--- src/rtl/cp0_exc_unit_if.sv ---
// rtl/cp0_exc_unit_if.sv - pipeline-side bus into the CP0 exception unit
interface cp0_exc_unit_if;
    logic [4:0]  A1;
    logic [4:0]  A2;
    logic [31:0] DIn;
    logic        We;
    logic [31:0] VPC;
    logic        BD;
    logic        ExcReq;
    logic [4:0]  ExcCode;
    logic [5:0]  HWInt;
    logic        EXLClr;
    logic [31:0] DOut;
    logic        INT_REQ;
    logic [31:0] ExcNPC;
    logic [31:0] EPC;

    modport master (
        output A1, A2, DIn, We, VPC, BD, ExcReq, ExcCode, HWInt, EXLClr,
        input  DOut, INT_REQ, ExcNPC, EPC
    );

    modport slave (
        input  A1, A2, DIn, We, VPC, BD, ExcReq, ExcCode, HWInt, EXLClr,
        output DOut, INT_REQ, ExcNPC, EPC
    );
endinterface

--- src/rtl/cp0_exc_unit.sv ---
// rtl/cp0_exc_unit.sv - CP0 SR/Cause/EPC/PRId with exception and interrupt entry
module cp0_exc_unit #(
    parameter logic [31:0] PRID_VALUE   = 32'h4D495053,
    parameter logic [31:0] HANDLER_ADDR = 32'h0000_4180
) (
    input  logic               clk,
    input  logic               reset,
    cp0_exc_unit_if.slave      bus
);

    typedef enum logic {
        MODE_NORMAL  = 1'b0,
        MODE_HANDLER = 1'b1
    } mode_t;

    mode_t       mode_q, mode_d;
    logic [5:0]  im_q, im_d;
    logic        ie_q, ie_d;
    logic [5:0]  ip_q, ip_d;
    logic        bd_q, bd_d;
    logic [4:0]  exc_code_q, exc_code_d;
    logic [31:0] epc_q, epc_d;

    logic        exl;
    logic        int_pend;
    logic        int_req;
    logic [31:0] victim_pc;

    assign exl      = (mode_q == MODE_HANDLER);
    assign int_pend = (|(bus.HWInt & im_q)) & ie_q & ~exl;
    assign int_req  = (int_pend | bus.ExcReq) & ~exl;

    // A delay-slot victim restarts at its branch so the branch re-executes.
    assign victim_pc = bus.BD ? (bus.VPC - 32'd4) : bus.VPC;

    assign bus.INT_REQ = int_req;
    assign bus.ExcNPC  = HANDLER_ADDR;
    assign bus.EPC     = epc_q;

    always_comb begin
        mode_d     = mode_q;
        im_d       = im_q;
        ie_d       = ie_q;
        ip_d       = bus.HWInt;
        bd_d       = bd_q;
        exc_code_d = exc_code_q;
        epc_d      = epc_q;

        if (int_req) begin
            mode_d     = MODE_HANDLER;
            exc_code_d = int_pend ? 5'd0 : bus.ExcCode;
            bd_d       = bus.BD;
            epc_d      = {victim_pc[31:2], 2'b00};
        end else begin
            if (bus.We && (bus.A2 == 5'd12)) begin
                im_d   = bus.DIn[15:10];
                ie_d   = bus.DIn[0];
                mode_d = bus.DIn[1] ? MODE_HANDLER : MODE_NORMAL;
            end
            if (bus.We && (bus.A2 == 5'd14)) begin
                epc_d = {bus.DIn[31:2], 2'b00};
            end
            // eret overrides an EXL value written by a colliding mtc0.
            if (bus.EXLClr && exl) begin
                mode_d = MODE_NORMAL;
            end
        end
    end

    always_ff @(posedge clk) begin
        if (!reset) begin
            mode_q     <= MODE_NORMAL;
            im_q       <= 6'd0;
            ie_q       <= 1'b0;
            ip_q       <= 6'd0;
            bd_q       <= 1'b0;
            exc_code_q <= 5'd0;
            epc_q      <= 32'd0;
        end else begin
            mode_q     <= mode_d;
            im_q       <= im_d;
            ie_q       <= ie_d;
            ip_q       <= ip_d;
            bd_q       <= bd_d;
            exc_code_q <= exc_code_d;
            epc_q      <= epc_d;
        end
    end

    always_comb begin
        bus.DOut = 32'd0;
        case (bus.A1)
            5'd12:   bus.DOut = {16'd0, im_q, 8'd0, exl, ie_q};
            5'd13:   bus.DOut = {bd_q, 15'd0, ip_q, 3'd0, exc_code_q, 2'd0};
            5'd14:   bus.DOut = epc_q;
            5'd15:   bus.DOut = PRID_VALUE;
            default: bus.DOut = 32'd0;
        endcase
    end

endmodule

--- src/flat_wrapper.sv ---
// flat-port wrapper written by rule: the top's interface ports become plain ports
module cp0_exc_unit_flat 
#(
    parameter logic [31:0] PRID_VALUE   = 32'h4D495053,
    parameter logic [31:0] HANDLER_ADDR = 32'h0000_4180
)
  (clk, reset, bus_A1, bus_A2, bus_DIn, bus_We, bus_VPC, bus_BD, bus_ExcReq, bus_ExcCode, bus_HWInt, bus_EXLClr, bus_DOut, bus_INT_REQ, bus_ExcNPC, bus_EPC);
  cp0_exc_unit_if bus_i ();
  input  logic clk;
  input  logic reset;
  input wire logic [$bits(bus_i.A1)-1:0] bus_A1;
  input wire logic [$bits(bus_i.A2)-1:0] bus_A2;
  input wire logic [$bits(bus_i.DIn)-1:0] bus_DIn;
  input wire logic [$bits(bus_i.We)-1:0] bus_We;
  input wire logic [$bits(bus_i.VPC)-1:0] bus_VPC;
  input wire logic [$bits(bus_i.BD)-1:0] bus_BD;
  input wire logic [$bits(bus_i.ExcReq)-1:0] bus_ExcReq;
  input wire logic [$bits(bus_i.ExcCode)-1:0] bus_ExcCode;
  input wire logic [$bits(bus_i.HWInt)-1:0] bus_HWInt;
  input wire logic [$bits(bus_i.EXLClr)-1:0] bus_EXLClr;
  output wire logic [$bits(bus_i.DOut)-1:0] bus_DOut;
  output wire logic [$bits(bus_i.INT_REQ)-1:0] bus_INT_REQ;
  output wire logic [$bits(bus_i.ExcNPC)-1:0] bus_ExcNPC;
  output wire logic [$bits(bus_i.EPC)-1:0] bus_EPC;
  assign bus_i.A1 = bus_A1;
  assign bus_i.A2 = bus_A2;
  assign bus_i.DIn = bus_DIn;
  assign bus_i.We = bus_We;
  assign bus_i.VPC = bus_VPC;
  assign bus_i.BD = bus_BD;
  assign bus_i.ExcReq = bus_ExcReq;
  assign bus_i.ExcCode = bus_ExcCode;
  assign bus_i.HWInt = bus_HWInt;
  assign bus_i.EXLClr = bus_EXLClr;
  assign bus_DOut = bus_i.DOut;
  assign bus_INT_REQ = bus_i.INT_REQ;
  assign bus_ExcNPC = bus_i.ExcNPC;
  assign bus_EPC = bus_i.EPC;
  cp0_exc_unit #(.PRID_VALUE(PRID_VALUE), .HANDLER_ADDR(HANDLER_ADDR)) u_core (.clk(clk), .reset(reset), .bus(bus_i));
endmodule
--- config.mk ---
export PLATFORM = sky130hd
export DESIGN_NAME = cp0_exc_unit_flat
export DESIGN_NICKNAME = d
export VERILOG_FILES = /design/src/rtl/cp0_exc_unit_if.sv /design/src/rtl/cp0_exc_unit.sv /design/src/flat_wrapper.sv
export SDC_FILE = /design/constraint.sdc
export NUM_CORES = 1
export LEC_CHECK = 0
export CAP_MARGIN = 20
export CORE_MARGIN = 2
export CORE_UTILIZATION = 36
export CTS_CLUSTER_SIZE = 25
export DETAILED_ROUTE_END_ITERATION = 8
export HOLD_SLACK_MARGIN = 0.03
export PLACE_DENSITY = 0.89
export SLEW_MARGIN = 20
export SYNTH_ARGS = -nofsm -noshare
export SYNTH_HDL_FRONTEND = slang
export SYNTH_SLANG_ARGS = --single-unit
--- constraint.sdc ---
create_clock -name clk -period 1.78 [get_ports clk]
set_input_delay 0.356 -clock clk [delete_from_list [all_inputs] [get_ports clk]]
set_output_delay 0.356 -clock clk [all_outputs]
set_load 0.005 [all_outputs]
==> flow_summary_export.csv, run 1 <==
group,metric,value,unit
clock_tree,htreeDepth,2,
critical_path,critPathBufInv,2,
die,die_w,102,um
critical_path,critPathCaptureType,"register",
critical_path,cp_max_fo,3,
layout,final_cells,792,
placement,gp_congestion,0.865,
synth,ys_types,44,
clock_tree,root_buffer,"clkbuf_8",
power,p_leak,3.09,nW
drt,drcViolationCount,0,
clock_tree,worstSkewPairLatency,0.31,ns
placement,dp_slack,-0.653,ns
grt,antenna_found_initial,0,
layout,fin_nets,754,
layout,final_util,65.6,%
power,vdd.ir_drop.worst,0.319,mV
clock_tree,clock_path_buffers,2,
drt,vias_per_cell,5.02,
die,io_pins,188,
placement,placed_cell_area,5550,sq um
synth,synthAdderAreaFrac,0.363,%
job,cap_violations,0,
critical_path,critPathMaxStageDelay,0.49,ns
grt,overflow,0,
timing,fin_skew,0.0140,ns
timing,fin_ws,0.000374,ns
timing,min_period,1.78,ns
synth,ys_seq_area_share,29.0,%
layout,most-common-layout-cells,"82 x clkdlybuf4s50_1, 74 x buf_4, 44 x dfxtp_1",
drt,first_iter_violations,91,
timing,fin_crit_sh,100,%
layout,drive_above_1_share,30.5,%
drt,vias,3975,
synth,muxShareOfSynthArea,5.81,%
synth,synth_cells,438,
timing,setup-violations-final,0,
grt,grt_pass1_vias,3951,
drt,ant_nets,0,
outcome,status,"finished clean",
power,powerDensity,465,nW/um^2
die,die_area,10400,sq um
grt,grt_max_degree,51,
grt,grt_pass1_wl,19100,um
critical_path,path_cells,"clkdlybuf4s50_1, nor2_4, nand4_1, buf_4, nor4_4, xor2_1, o211a_1",
die,die_h,102,um
drt,wl_per_cell,16.5,um
timing,max_freq,562,MHz
grt,track_usage,23.5,%
clock_tree,cts_made_buffers,5,
synth,synth_top_family_by_area,"simple AND/OR/NAND/NOR gates",
critical_path,path_class,"input pin to register",
layout,area_growth,76.8,%
synth,syn_area,3450,sq um
placement,dp_cells,767,
layout,antenna_cells,0,
layout,fillCellCount,762,
placement,hpwl,9260,um
layout,final_common_cell,"clkdlybuf4s50_1",
critical_path,crit_path_start_kind,"input pin",
layout,finalInstanceArea,6090,sq um
drt,drt-total-wl,13100,um
die,num_rows,35,
synth,ys_seq_elements,50,
critical_path,worstPathRequired,1.99,ns
synth,synth_area_per_cell,7.87,sq um
critical_path,arrival,1.99,ns
critical_path,crit_family,"buffers and inverters",
critical_path,cp_slowest_cell,"clkdlybuf4s50_1",
synth,synth_xor_area_share,6.86,%
timing,slew_viol_final,0,
clock_tree,clkSlewWorstSetupHoldPaths,0.10,ns
synth,synthSimpleGateAreaFrac,24.5,%
die,initial_utilization,37.1,%
die,design.core.area,9280,sq um
timing,hold_violations,0,
clock_tree,cts_tree,"done",
synth,yosys_warnings,0,
clock_tree,cts.sink_count,50,
hold_path,hold_class,"input pin to register",
synth,synth_compound_area_share,20.7,%
placement,port_buffers,151,
drt,drt_first_pass_iters,4,
-- cell type report --
type	count	area, sq um	share of cell area, %
Multi-Input combinational cell	340	2450	40.2
Timing Repair Buffer	246	2310	37.9
Sequential cell	50	1010	16.5
Tap cell	129	161	2.65
Inverter	19	71.3	1.17
Clock buffer	5	68.8	1.13
Clock inverter	3	21.3	0.349
-- worst reg2reg max path: cells and delay by family, from the launching register on --
family	cells	cell delay, ns
compound gates	5	0.81
buf+inv	3	0.46
flops	1	0.35
-- per-layer routing --
layer / global-route usage [%] / part of all wire, % / routed length, um
met1: 25.9 / 38 / 4970
met2: 44.3 / 51 / 6710
met3: 5.54 / 8.0 / 1050
met4: 7.79 / 2.7 / 350
met5: 0 / 0 / 0
-- kinds of logic after synthesis --
kind of cell / Yosys count
flops: 50
mux: 20
buf+inv: 80
compound gates: 102
xor+xnor: 27
simple gates: 156
fa+ha+maj: 1
other cells: 2
-- sequential cells by signal, indices dropped and copies added (netlist names) --
register and count:
u_core.bus.EPC 30, u_core.bd_q 1, u_core.exc_code_q 5, u_core.ip_q 6
u_core.exl 1, u_core.im_q 6, u_core.ie_q 1
-- path summary, 6_finish.rpt --
kind,cells past startpoint,slack (ns),from,endpoint
setup / recovery,7,0.0004,bus_VPC[17],u_core.bus.EPC[26]
hold / removal,2,0.41,bus_HWInt[2],u_core.ip_q[2]
setup reg to reg,8,0.10,u_core.im_q[2],u_core.bus.EPC[27]
hold reg to reg,2,0.48,u_core.bd_q,u_core.bd_q
-- power breakdown --
group	leakage (nW)	switching (mW)	internal, mW
logic	2.63	0.382	0.518
clock network	0.0441	0.403	0.277
registers	0.414	0.0604	1.19
-- metrics by stage --
stage	hold slack (ns)	power, mW	setup TNS (ns)
finish	0.409	2.83	0
CTS	0.404	2.83	-0.0000584
global route	0.410	2.97	-0.0753
floorplan	0.443	1.63	-0.262
detailed placement	0.475	2.12	-39.15
global placement	0.471	2.10	-36.60
-- synthesized netlist by cell type --
| master | number | area [sq um] |
|---|---|---|
| nand4bb_4 | 1 | 27.5 |
| xnor2_1 | 5 | 43.8 |
| o211a_1 | 25 | 250 |
| nor4_2 | 1 | 12.5 |
| nand2b_1 | 3 | 18.8 |
| nor3_1 | 14 | 70.1 |
| a21oi_1 | 26 | 130 |
| nor2b_1 | 10 | 62.6 |
| or4_1 | 2 | 15.0 |
| nor4bb_1 | 1 | 10.0 |
| o311a_1 | 1 | 10.0 |
| mux2i_1 | 20 | 200 |
| dfxtp_1 | 50 | 1000 |
| and3_1 | 4 | 25.0 |
| nand4_1 | 2 | 12.5 |
| a22oi_1 | 12 | 90.1 |
| or4b_2 | 1 | 10.0 |
| a221oi_1 | 1 | 8.76 |
| nor4_1 | 6 | 37.5 |
| a211oi_1 | 2 | 15.0 |
| conb_1 | 2 | 7.51 |
| or4_4 | 1 | 11.3 |
| nand3_2 | 1 | 10.0 |
| and3b_1 | 1 | 8.76 |
| or2_2 | 1 | 6.26 |
| nor4_4 | 1 | 21.3 |
| clkbuf_1 | 22 | 82.6 |
| nand2_1 | 38 | 143 |
| a311o_1 | 1 | 10.0 |
| inv_1 | 19 | 71.3 |
| ha_1 | 1 | 12.5 |
| nand3b_1 | 2 | 15.0 |
| a21boi_0 | 9 | 67.6 |
| nor2_1 | 41 | 154 |
| buf_4 | 34 | 255 |
| and2_1 | 17 | 106 |
| a21bo_2 | 1 | 10.0 |
| clkbuf_2 | 1 | 5.00 |
| o21ai_0 | 24 | 120 |
| buf_2 | 4 | 20.0 |
| nor4b_2 | 2 | 30.0 |
| or3_4 | 1 | 11.3 |
| nand3_1 | 5 | 25.0 |
| xor2_1 | 22 | 193 |
-- timing repair --
action / CTS / global route
gates resized for setup: 200 / 62
gates cloned: 2 / 4
pin swaps: 35 / 30
setup buffers: 8 / 4
hold buffers: 0 / 0
endpoints found under the setup margin: 67 / 53
No activity file was read; power rests on OpenSTA's default activity.
==> run 2: changes to the inputs <==
--- a/config.mk
+++ b/config.mk
@@ -6,12 +6,14 @@
 export NUM_CORES = 1
 export LEC_CHECK = 0
 export CAP_MARGIN = 20
+export CELL_PAD_IN_SITES_DETAIL_PLACEMENT = 0
+export CELL_PAD_IN_SITES_GLOBAL_PLACEMENT = 1
 export CORE_MARGIN = 2
-export CORE_UTILIZATION = 36
+export CORE_UTILIZATION = 24
 export CTS_CLUSTER_SIZE = 25
 export DETAILED_ROUTE_END_ITERATION = 8
 export HOLD_SLACK_MARGIN = 0.03
-export PLACE_DENSITY = 0.89
+export PLACE_DENSITY = 0.87
 export SLEW_MARGIN = 20
 export SYNTH_ARGS = -nofsm -noshare
 export SYNTH_HDL_FRONTEND = slang
==> run 2 against run 1 <==
The flow now finishes with violations (setup timing); via count is 4.2% lower; non-clock buffer count is 1 higher; final area is 2.7% higher; worst hold slack better by 0.041 ns; global-route usage is 6.7 points lower; clock-buffer cell count stayed put; core utilization is 21 points lower; critical path depth is 1 higher; critical endpoint is now bus_DOut[23]; largest cell class unchanged; highest routed layer unchanged.
==> flow_summary_export.csv, run 2 (synthesis gave the netlist of run 1 again) <==
group,metric,value,unit
die,num_rows,43,
critical_path,cp_num_cells,8,
drt,first_iter_violations,174,
layout,area_growth,81.6,%
critical_path,crit_top_cell,"buf_6",
grt,grt_pass1_vias,3734,
drt,drcViolationCount,0,
critical_path,worstPathRequired,1.42,ns
timing,min_period,1.85,ns
power,power.total,3.24,mW
timing,fin_hold_ws,0.450,ns
drt,vias,3809,
layout,largest_reg_flops,30,
layout,fin_nets,755,
timing,hold_violations,0,
critical_path,critPathBufInv,5,
placement,port_buffers,151,
timing,fin_ws,-0.0660,ns
power,powerDensity,518,nW/um^2
drt,drt-total-wl,13600,um
clock_tree,cts_tree,"done",
clock_tree,cts_made_buffers,5,
critical_path,crit_path_end,"bus_DOut[23]",
power,p_leak,3.12,nW
job,cap_violations,0,
die,die_h,124,um
die,die_area,15300,sq um
drt,wl_per_cell,16.1,um
grt,grt_max_degree,51,
critical_path,path_class,"input pin to output port",
timing,max_freq,542,MHz
critical_path,r2r_end,"u_core.bus.EPC[7]",
outcome,violations,"setup timing",
die,io_pins,188,
hold_path,hold_class,"input pin to register",
grt,overflow,0,
clock_tree,root_buffer,"clkbuf_16",
grt,antenna_found_initial,1,
timing,fin_crit_sh,104,%
layout,drive_above_1_share,33.0,%
clock_tree,htreeDepth,2,
critical_path,cp_slowest_cell,"nand3b_1",
drt,ant_nets,0,
critical_path,crit_path_start_kind,"input pin",
clock_tree,cts.sink_count,50,
clock_tree,clkSlewWorstSetupHoldPaths,0.07,ns
timing,setup-violations-final,3,
placement,dp_slack,-0.689,ns
power,vdd.ir_drop.worst,0.341,mV
layout,final_common_cell,"clkdlybuf4s50_1",
grt,track_usage,16.9,%
critical_path,crit_family,"simple AND/OR/NAND/NOR gates",
placement,gp_congestion,0.808,
outcome,status,"finished with violations",
grt,grt_pass1_wl,19800,um
critical_path,r2r_setup_slack,0.09,ns
drt,drt_first_pass_iters,4,
critical_path,critPathMaxStageDelay,0.27,ns
placement,hpwl,9720,um
timing,fin_skew,0.00656,ns
critical_path,arrival,1.49,ns
timing,slew_viol_final,0,
critical_path,critPathLaunch,"bus_A1[4]",
die,initial_utilization,24.7,%
clock_tree,worstSkewPairLatency,0.28,ns
critical_path,cp_max_fo,4,
layout,most-common-layout-cells,"77 x clkdlybuf4s50_1, 70 x buf_4, 45 x dfxtp_1",
critical_path,reg2reg_depth,7,
clock_tree,clock_path_buffers,2,
critical_path,critPathCaptureType,"output port",
timing,rsz0062_at_grt,"yes",
die,die_w,124,um
die,design.core.area,13900,sq um
critical_path,worstReg2RegStart,"u_core.im_q[1]",
critical_path,path_cells,"buf_6, nand3b_1, nor2b_4, buf_6, buf_6, buf_6, and2_4, buf_6",
drt,vias_per_cell,4.51,
timing,setup_tns,-0.169,ns
[run 2: what timing repair did]
item	4_1_cts	5_1_grt
setup buffers	17	7
gates cloned	3	2
resized for setup	230	80
hold endpoints to repair	0	0
hold buffers	0	0
pin swaps	37	20
endpoints found under the setup margin	67	64
[run 2: worst min path at each step]
stage | startpoint | end | slack, ns | depth (start not counted)
2_1_floorplan | u_core.bd_q | u_core.bd_q | 0.44 | 2
3_3_place_gp | u_core.bd_q | u_core.bd_q | 0.48 | 2
3_5_place_dp | u_core.bd_q | u_core.bd_q | 0.48 | 2
4_1_cts | bus_HWInt[4] | u_core.ip_q[4] | 0.45 | 2
5_1_grt | bus_HWInt[2] | u_core.ip_q[2] | 0.47 | 2
6_report | bus_HWInt[2] | u_core.ip_q[2] | 0.45 | 2
[run 2: metrics by stage]
step / cells / cell area (sq um) / util (%)
after global routing: 845 / 6260 / 44.9
after global placement: 810 / 5540 / 39.8
final: 845 / 6260 / 44.9
after CTS: 837 / 6020 / 43.2
after detailed placement: 810 / 5540 / 39.8
after floorplan: 470 / 3600 / -
[run 2: metal layers]
metal	up-vias	global-route usage [%]	wire length, um
met2	144	29.7	6580
met4	0	2.56	53
met1	1761	21.6	6060
li1	1898	-	-
met3	6	3.57	905
met5	-	0	0
[run 2: layout make-up]
cell class / count / area [sq um]
inverters: 19 / 73.8
multi-input cells: 340 / 2500
well taps: 180 / 225
diodes: 1 / 2.50
fillers: 1365 / 7670
clock buffers: 5 / 125
repair buffers: 247 / 2290
flip-flops and latches: 50 / 1010
clock inverters: 3 / 40.0
[run 2: power by group]
| part | total, mW | switching [mW] | internal [mW] | leakage [nW] |
|---|---|---|---|---|
| clock network | 1.09 | 0.433 | 0.659 | 0.0836 |
| registers | 1.25 | 0.0583 | 1.19 | 0.414 |
| logic | 0.902 | 0.391 | 0.510 | 2.62 |
| total | 3.24 | 0.883 | 2.36 | 3.12 |
